<file path="src/rtl/instr_split_reg_pkg.sv">
// Shared types and constants for the instruction register and field splitter.
package instr_split_reg_pkg;

   localparam int unsigned INSTR_W = 32;
   localparam int unsigned PC_HI_W = 4;
   localparam int unsigned OPC_W   = 6;
   localparam int unsigned REG_W   = 5;
   localparam int unsigned FUNCT_W = 6;
   localparam int unsigned IMM_W   = 16;
   localparam int unsigned OFF_W   = 26;

   // Field bit positions inside the instruction word
   localparam int unsigned OPC_HI   = 31;
   localparam int unsigned RS_LO    = 21;
   localparam int unsigned RT_LO    = 16;
   localparam int unsigned RD_LO    = 11;
   localparam int unsigned SHAMT_LO = 6;

   // All-zero word decodes as sll $0,$0,0, i.e. the MIPS NOP
   localparam logic [INSTR_W-1:0] NOP = 32'h0000_0000;

   typedef enum logic [1:0] {
      IDLE = 2'b00,
      WAIT = 2'b01,
      HOLD = 2'b10
   } isr_state_e;

endpackage

</file>
<file path="src/rtl/instr_field_split.sv">
// Combinational splitter: IR and captured PC nibble to decoded fields.
module instr_field_split
   import instr_split_reg_pkg::*;
(
   input  logic [INSTR_W-1:0] ir,
   input  logic [PC_HI_W-1:0] pc_hi,
   output logic [OPC_W-1:0]   opcode,
   output logic [REG_W-1:0]   rs,
   output logic [REG_W-1:0]   rt,
   output logic [REG_W-1:0]   rd,
   output logic [REG_W-1:0]   shamt,
   output logic [FUNCT_W-1:0] funct,
   output logic [IMM_W-1:0]   imm16,
   output logic [31:0]        imm_sext,
   output logic [OFF_W-1:0]   offset26,
   output logic [31:0]        jump_target
);

   // Plain field slicing; immediate sign-extended, jump target rebuilt
   always_comb begin
      opcode      = ir[OPC_HI -: OPC_W];
      rs          = ir[RS_LO +: REG_W];
      rt          = ir[RT_LO +: REG_W];
      rd          = ir[RD_LO +: REG_W];
      shamt       = ir[SHAMT_LO +: REG_W];
      funct       = ir[FUNCT_W-1:0];
      imm16       = ir[IMM_W-1:0];
      imm_sext    = {{(32-IMM_W){ir[IMM_W-1]}}, ir[IMM_W-1:0]};
      offset26    = ir[OFF_W-1:0];
      jump_target = {pc_hi, ir[OFF_W-1:0], 2'b00};
   end

endmodule

</file>
<file path="src/rtl/instr_split_reg.sv">
// Instruction register: fetch handshake with timeout, IR latch, field split.
module instr_split_reg
   import instr_split_reg_pkg::*;
#(
   parameter int unsigned          MEM_TIMEOUT = 16,
   parameter logic [INSTR_W-1:0]   RESET_IR    = NOP
)(
   input  logic               clk,
   input  logic               reset_n,
   input  logic               fetch_req,
   input  logic               ir_clear,
   input  logic [31:0]        pc_in,
   output logic               mem_rd,
   input  logic               mem_valid,
   input  logic [INSTR_W-1:0] mem_data,
   output logic               busy,
   output logic               instr_valid,
   output logic               fetch_err,
   output logic [OPC_W-1:0]   opcode,
   output logic [REG_W-1:0]   rs,
   output logic [REG_W-1:0]   rt,
   output logic [REG_W-1:0]   rd,
   output logic [REG_W-1:0]   shamt,
   output logic [FUNCT_W-1:0] funct,
   output logic [IMM_W-1:0]   imm16,
   output logic [31:0]        imm_sext,
   output logic [OFF_W-1:0]   offset26,
   output logic [31:0]        jump_target
);

   localparam int unsigned   CNT_W    = (MEM_TIMEOUT == 0) ? 1 : $clog2(MEM_TIMEOUT + 1);
   localparam bit            TO_EN    = (MEM_TIMEOUT != 0);
   localparam logic [CNT_W-1:0] CNT_LAST = TO_EN ? CNT_W'(MEM_TIMEOUT - 1) : '0;

   isr_state_e          state, state_nxt;
   logic [INSTR_W-1:0]  ir;
   logic [PC_HI_W-1:0]  pc_hi;
   logic [CNT_W-1:0]    cnt;

   logic                ir_load;
   logic                ir_rst;
   logic                pc_load;
   logic                cnt_clr;
   logic                cnt_inc;
   logic                err_set;
   logic                pc_lo_unused;

   // Only the PC region nibble is needed for jump target reconstruction
   assign pc_lo_unused = ^pc_in[31-PC_HI_W:0];

   // State register
   always_ff @(posedge clk or negedge reset_n) begin
      if (!reset_n) state <= IDLE;
      else          state <= state_nxt;
   end

   // Next state and datapath controls; ir_clear overrides everything
   always_comb begin
      state_nxt = state;
      ir_load   = 1'b0;
      ir_rst    = 1'b0;
      pc_load   = 1'b0;
      cnt_clr   = 1'b0;
      cnt_inc   = 1'b0;
      err_set   = 1'b0;
      if (ir_clear) begin
         state_nxt = IDLE;
         ir_rst    = 1'b1;
         cnt_clr   = 1'b1;
      end else begin
         case (state)
            IDLE, HOLD: begin
               if (fetch_req) begin
                  pc_load   = 1'b1;
                  cnt_clr   = 1'b1;
                  state_nxt = WAIT;
               end
            end
            WAIT: begin
               if (mem_valid) begin
                  ir_load   = 1'b1;
                  state_nxt = HOLD;
               end else if (TO_EN && (cnt == CNT_LAST)) begin
                  err_set   = 1'b1;
                  state_nxt = IDLE;
               end else begin
                  cnt_inc   = 1'b1;
               end
            end
            default: state_nxt = IDLE;
         endcase
      end
   end

   // IR, PC nibble, timeout counter and error pulse
   always_ff @(posedge clk or negedge reset_n) begin
      if (!reset_n) begin
         ir        <= RESET_IR;
         pc_hi     <= '0;
         cnt       <= '0;
         fetch_err <= 1'b0;
      end else begin
         fetch_err <= err_set;
         if (ir_rst)       ir <= RESET_IR;
         else if (ir_load) ir <= mem_data;
         if (pc_load) pc_hi <= pc_in[31 -: PC_HI_W];
         if (cnt_clr)                    cnt <= '0;
         else if (cnt_inc && (cnt != '1)) cnt <= cnt + CNT_W'(1);
      end
   end

   // Handshake flags are straight decodes of the state register
   assign mem_rd      = (state == WAIT);
   assign busy        = (state == WAIT);
   assign instr_valid = (state == HOLD);

   instr_field_split u_split (
      .ir          (ir),
      .pc_hi       (pc_hi),
      .opcode      (opcode),
      .rs          (rs),
      .rt          (rt),
      .rd          (rd),
      .shamt       (shamt),
      .funct       (funct),
      .imm16       (imm16),
      .imm_sext    (imm_sext),
      .offset26    (offset26),
      .jump_target (jump_target)
   );

endmodule

</file>
<file path="config.mk">
export PLATFORM = sky130hd
export DESIGN_NAME = instr_split_reg
export DESIGN_NICKNAME = d
export VERILOG_FILES = /design/src/rtl/instr_split_reg_pkg.sv /design/src/rtl/instr_field_split.sv /design/src/rtl/instr_split_reg.sv
export SDC_FILE = /design/constraint.sdc
export NUM_CORES = 1
export LEC_CHECK = 0
export ABC_AREA = 1
export BUFFER_PORTS_ARGS = -buffer_cell sky130_fd_sc_hd__buf_2
export CORE_MARGIN = 2
export CORE_UTILIZATION = 41
export CTS_CLUSTER_SIZE = 14
export DETAILED_ROUTE_END_ITERATION = 8
export PLACE_DENSITY = 0.81
export SYNTH_ARGS = -nofsm -noshare
export SYNTH_HDL_FRONTEND = slang
export SYNTH_HIERARCHICAL = 1
export SYNTH_SLANG_ARGS = --single-unit
</file>
<file path="constraint.sdc">
create_clock -name clk -period 1.6 [get_ports clk]
set_input_delay 0.24 -clock clk [delete_from_list [all_inputs] [get_ports clk]]
set_output_delay 0.24 -clock clk [all_outputs]
set_load 0.02 [all_outputs]
</file>
==> impl_metrics.prom <==
# TYPE chip_impl_metric gauge
chip_impl_metric{name="dr_total_vias",unit=""} 2171
chip_impl_metric{name="maxCapViolCount",unit=""} 0
chip_impl_metric{name="ys_seq_elements",unit=""} 44
chip_impl_info{name="worstPathCellList",value="ha_2 > nand2_2 > nor2_2 > ha_2 > inv_1 > nand4_1 > nand3_1 > nand2_1"} 1
chip_impl_metric{name="final_nets",unit=""} 471
chip_impl_metric{name="portBuffers",unit=""} 180
chip_impl_metric{name="area_occupied_by_multi_input_gates",unit="µm²"} 696
chip_impl_metric{name="final.hold.worst_slack",unit="ns"} 0.140
chip_impl_metric{name="antenna_violating_nets_post_route",unit=""} 0
chip_impl_metric{name="die_height",unit="µm"} 88.6
chip_impl_info{name="critical-path-top-delay-family",value="simple AND/OR/NAND/NOR gates"} 1
chip_impl_metric{name="combinationalPowerShare",unit=""} 0.231
chip_impl_metric{name="placement_rows",unit=""} 30
chip_impl_metric{name="ff2ff_path_depth",unit=""} 8
chip_impl_metric{name="dieArea",unit="µm²"} 7860
chip_impl_metric{name="clk_transition_reported_paths",unit="ns"} 0.08
chip_impl_metric{name="seqCellArea",unit="µm²"} 1100
chip_impl_info{name="hold_class",value="in -> reg"} 1
chip_impl_info{name="synth.largest_area_cell",value="dfrtp_1"} 1
chip_impl_metric{name="post-route-min-period",unit="ns"} 1.53
chip_impl_metric{name="htreeDepth",unit=""} 2
chip_impl_info{name="critPathMostFrequentCell",value="ha_2"} 1
chip_impl_metric{name="initial_core_util",unit=""} 0.428
chip_impl_metric{name="fillCellCount",unit=""} 711
chip_impl_metric{name="dr.first_iter.drc_count",unit=""} 71
chip_impl_metric{name="critical_path_required",unit="ns"} 1.78
chip_impl_metric{name="worstHoldPathCells",unit=""} 3
chip_impl_metric{name="clock_latency",unit="ns"} 0.29
chip_impl_metric{name="synth-seq-area-share",unit=""} 0.375
chip_impl_metric{name="fmaxAchievable",unit="MHz"} 653
chip_impl_info{name="outcome",value="finished, final reports clean"} 1
chip_impl_metric{name="period_share",unit=""} 0.957
chip_impl_metric{name="synth_top_area_frac",unit=""} 0.375
chip_impl_info{name="timing.setup.critical_path_class",value="reg -> reg"} 1
chip_impl_metric{name="layout-drive-gt1-share",unit=""} 0.511
chip_impl_metric{name="final_hold_viol_count",unit=""} 0
chip_impl_metric{name="internal_power",unit="mW"} 1.64
chip_impl_metric{name="die_w",unit="µm"} 88.6
chip_impl_metric{name="grt_antenna_before_repair",unit=""} 0
chip_impl_metric{name="drt_first_pass_iters",unit=""} 4
chip_impl_metric{name="coreArea",unit="µm²"} 6870
chip_impl_metric{name="power.switching",unit="mW"} 0.786
chip_impl_metric{name="synthCells",unit=""} 352
chip_impl_metric{name="regToRegSetupSlack",unit="ns"} 0.07
chip_impl_metric{name="share_seq_of_total_power",unit=""} 0.499
chip_impl_metric{name="grt_overflow",unit=""} 0
chip_impl_metric{name="global_route.usage.total",unit=""} 0.138
chip_impl_metric{name="place.detailed.instances",unit=""} 484
chip_impl_metric{name="drcViolationCount",unit=""} 0
chip_impl_metric{name="critical_path_buf_inv_count",unit=""} 1
chip_impl_metric{name="postRouteWirelength",unit="µm"} 5760
chip_impl_metric{name="grt_start_max_net_pins",unit=""} 34
chip_impl_metric{name="setup_viol",unit=""} 0
chip_impl_info{name="worstSetupEndpointType",value="flip-flop"} 1
chip_impl_metric{name="design_power_total",unit="mW"} 2.43
chip_impl_metric{name="synthDistinctLibCells",unit=""} 20
chip_impl_metric{name="antennaDiodeCount",unit=""} 0
chip_impl_metric{name="synth.yosys.warnings",unit=""} 6
chip_impl_metric{name="pin_count",unit=""} 211
chip_impl_metric{name="gp_congestion",unit=""} 0.709
chip_impl_metric{name="via_count_of_the_first_global_routing_pass",unit=""} 1818
chip_impl_metric{name="clock-sinks",unit=""} 44
chip_impl_metric{name="cts_max_path_buffers",unit=""} 2
chip_impl_info{name="critical_path_launch_point",value="cnt[1]$_DFFE_PN0P_"} 1
chip_impl_metric{name="avgRoutedWirePerCell",unit="µm"} 11.6
chip_impl_info{name="worst_r2r_endpoint",value="cnt[1]$_DFFE_PN0P_"} 1
chip_impl_metric{name="routed_via_density",unit=""} 4.39
chip_impl_metric{name="power_frac_clock",unit=""} 0.269
chip_impl_metric{name="syn-cell-area",unit="µm²"} 2940
chip_impl_metric{name="arr_time_crit_path",unit="ns"} 1.71
chip_impl_metric{name="cp_slowest_stage_delay",unit="ns"} 0.42
chip_impl_info{name="synth_area_leaders",value="dfrtp_1 37%, buf_4 36%, nand2_1 11%"} 1
chip_impl_metric{name="hpwlAfterDp",unit="µm"} 4290
chip_impl_info{name="min_from",value="mem_data[31]"} 1
chip_impl_metric{name="layout.core_utilization",unit=""} 0.441
chip_impl_info{name="cts_root_buf",value="clkbuf_8"} 1
chip_impl_metric{name="ir_worst_vdd",unit="mV"} 0.356
chip_impl_info{name="crit_start_category",value="flip-flop"} 1
chip_impl_metric{name="max_slew_violation_count",unit=""} 0
chip_impl_info{name="hold_crit_endpoint",value="ir[31]$_DFFE_PN0P_"} 1
chip_impl_metric{name="synthToLayoutAreaGrowth",unit="%"} 3.24
chip_impl_info{name="regToRegStartpoint",value="cnt[1]$_DFFE_PN0P_"} 1
chip_impl_metric{name="fin_cells",unit=""} 495
chip_impl_metric{name="cts_buffers",unit=""} 5
chip_impl_metric{name="p_leak",unit="nW"} 2.07
chip_impl_metric{name="synth_area_per_cell",unit="µm²"} 8.34
chip_impl_metric{name="crit_fanout",unit=""} 5
chip_impl_info{name="cts_tree",value="built"} 1
chip_impl_metric{name="fin_worst_skew",unit="ns"} 0.00660
chip_impl_metric{name="power_per_cell_area",unit="nW/µm²"} 801
chip_impl_info{name="critical_path.slowest_cell",value="dfrtp_1"} 1
chip_impl_metric{name="p_sw_frac",unit=""} 0.323
chip_impl_metric{name="grt_pass1_wl",unit="µm"} 8450
layout make-up:
| cell class | instances | area share |
|---|---|---|
| sequential | 44 | 0.363 |
| timing repair buffer | 187 | 0.324 |
| multi-input combinational | 146 | 0.229 |
| tap | 96 | 0.0396 |
| clock buffer | 6 | 0.0239 |
| inverter | 15 | 0.0186 |
| clock inverter | 1 | 0.00165 |
flip-flops by register name (all words and copies together), names as in the netlist:
signal and cells:
cnt 5, ir 32, state 2, fetch_err 1, pc_hi 4
worst max path at each step:
stage / to / cells after the start / slack (ns)
finish: cnt[1]$_DFFE_PN0P_ / 8 / 0.07
global route: cnt[1]$_DFFE_PN0P_ / 8 / -0.03
CTS: cnt[1]$_DFFE_PN0P_ / 9 / 0.02
detailed placement: cnt[1]$_DFFE_PN0P_ / 9 / 0.04
global placement: cnt[4]$_DFFE_PN0P_ / 9 / 0.10
floorplan: cnt[0]$_DFFE_PN0P_ / 9 / 0.19
synth_stat cells, drive strengths merged:
master / count
inv: 15
buf: 146
nand4: 3
o21ai: 5
nand2: 84
dfrtp: 44
conb: 1
xor2: 1
nor2: 7
nand3: 40
clkbuf: 2
ha: 3
a21oi: 1
repair_timing:
item | CTS | global route
setup endpoints to repair | 0 | 5
gates resized for setup | 0 | 7
hold buffers | 1 | 0
hold endpoints to repair | 19 | 0
buffers inserted | 0 | 3
worst register-to-register path: cells and delay by family (launching register included):
kind                     cells  cell delay (ns)
flip-flops                   1             0.42
buffers and inverters        1             0.05
AND/OR/NAND/NOR              5             0.54
adder cells (fa/ha/maj)      2             0.39
per-layer routing:
metal  routed length, µm  GRT usage  part of all wire
met1                2320      0.169              0.40
met2                2970      0.246              0.52
met3                 382     0.0289             0.066
met4                  84     0.0358             0.015
met5                   0          0                 0
metrics by stage:
| stage | TNS (ns) | setup slack (ns) | area (µm²) |
|---|---|---|---|
| finish | 0 | 0.0695 | 3030 |
| global route | -0.0252 | -0.0252 | 3030 |
| CTS | 0 | 0.0159 | 2990 |
| detailed placement | 0 | 0.0367 | 2900 |
| global placement | 0 | 0.100 | 2900 |
| floorplan | 0 | 0.193 | 2940 |
power by group through the flow:
stage	sequential, mW	clock [mW]	combinational (mW)
global placement	1.23	0	0.559
floorplan	1.23	0	0.527
global route	1.22	0.730	0.612
CTS	1.21	0.696	0.567
finish	1.21	0.655	0.561
detailed placement	1.24	0	0.565
cells by family (layout without fill, tap and decap cells):
family | after synthesis | in the layout | synth area share
and+or+nand+nor | 134 | 134 | 0.202
AOI/OAI and AO/OA | 6 | 6 | 0.0102
DFF | 44 | 44 | 0.375
buffers and inverters | 163 | 209 | 0.395
xor gates and xnor gates | 1 | 1 | 0.00298
other | 1 | 2 | 0.00128
adders and majority gates | 3 | 3 | 0.0128
cells in the final DEF, fill, tap and decap left out, types with 2 or more instances in the layout:
master,netlist,final
buf_12,0,2
buf_2,4,180
buf_4,139,4
clkbuf_8,0,5
conb_1,1,2
dfrtp_1,44,44
ha_2,0,3
inv_1,13,12
inv_2,2,3
nand2_1,83,82
nand3_1,40,40
nand4_1,3,3
nor2_1,4,3
nor2_4,1,2
o21ai_0,5,5
Note: power is estimated with default switching activity, not from simulation.
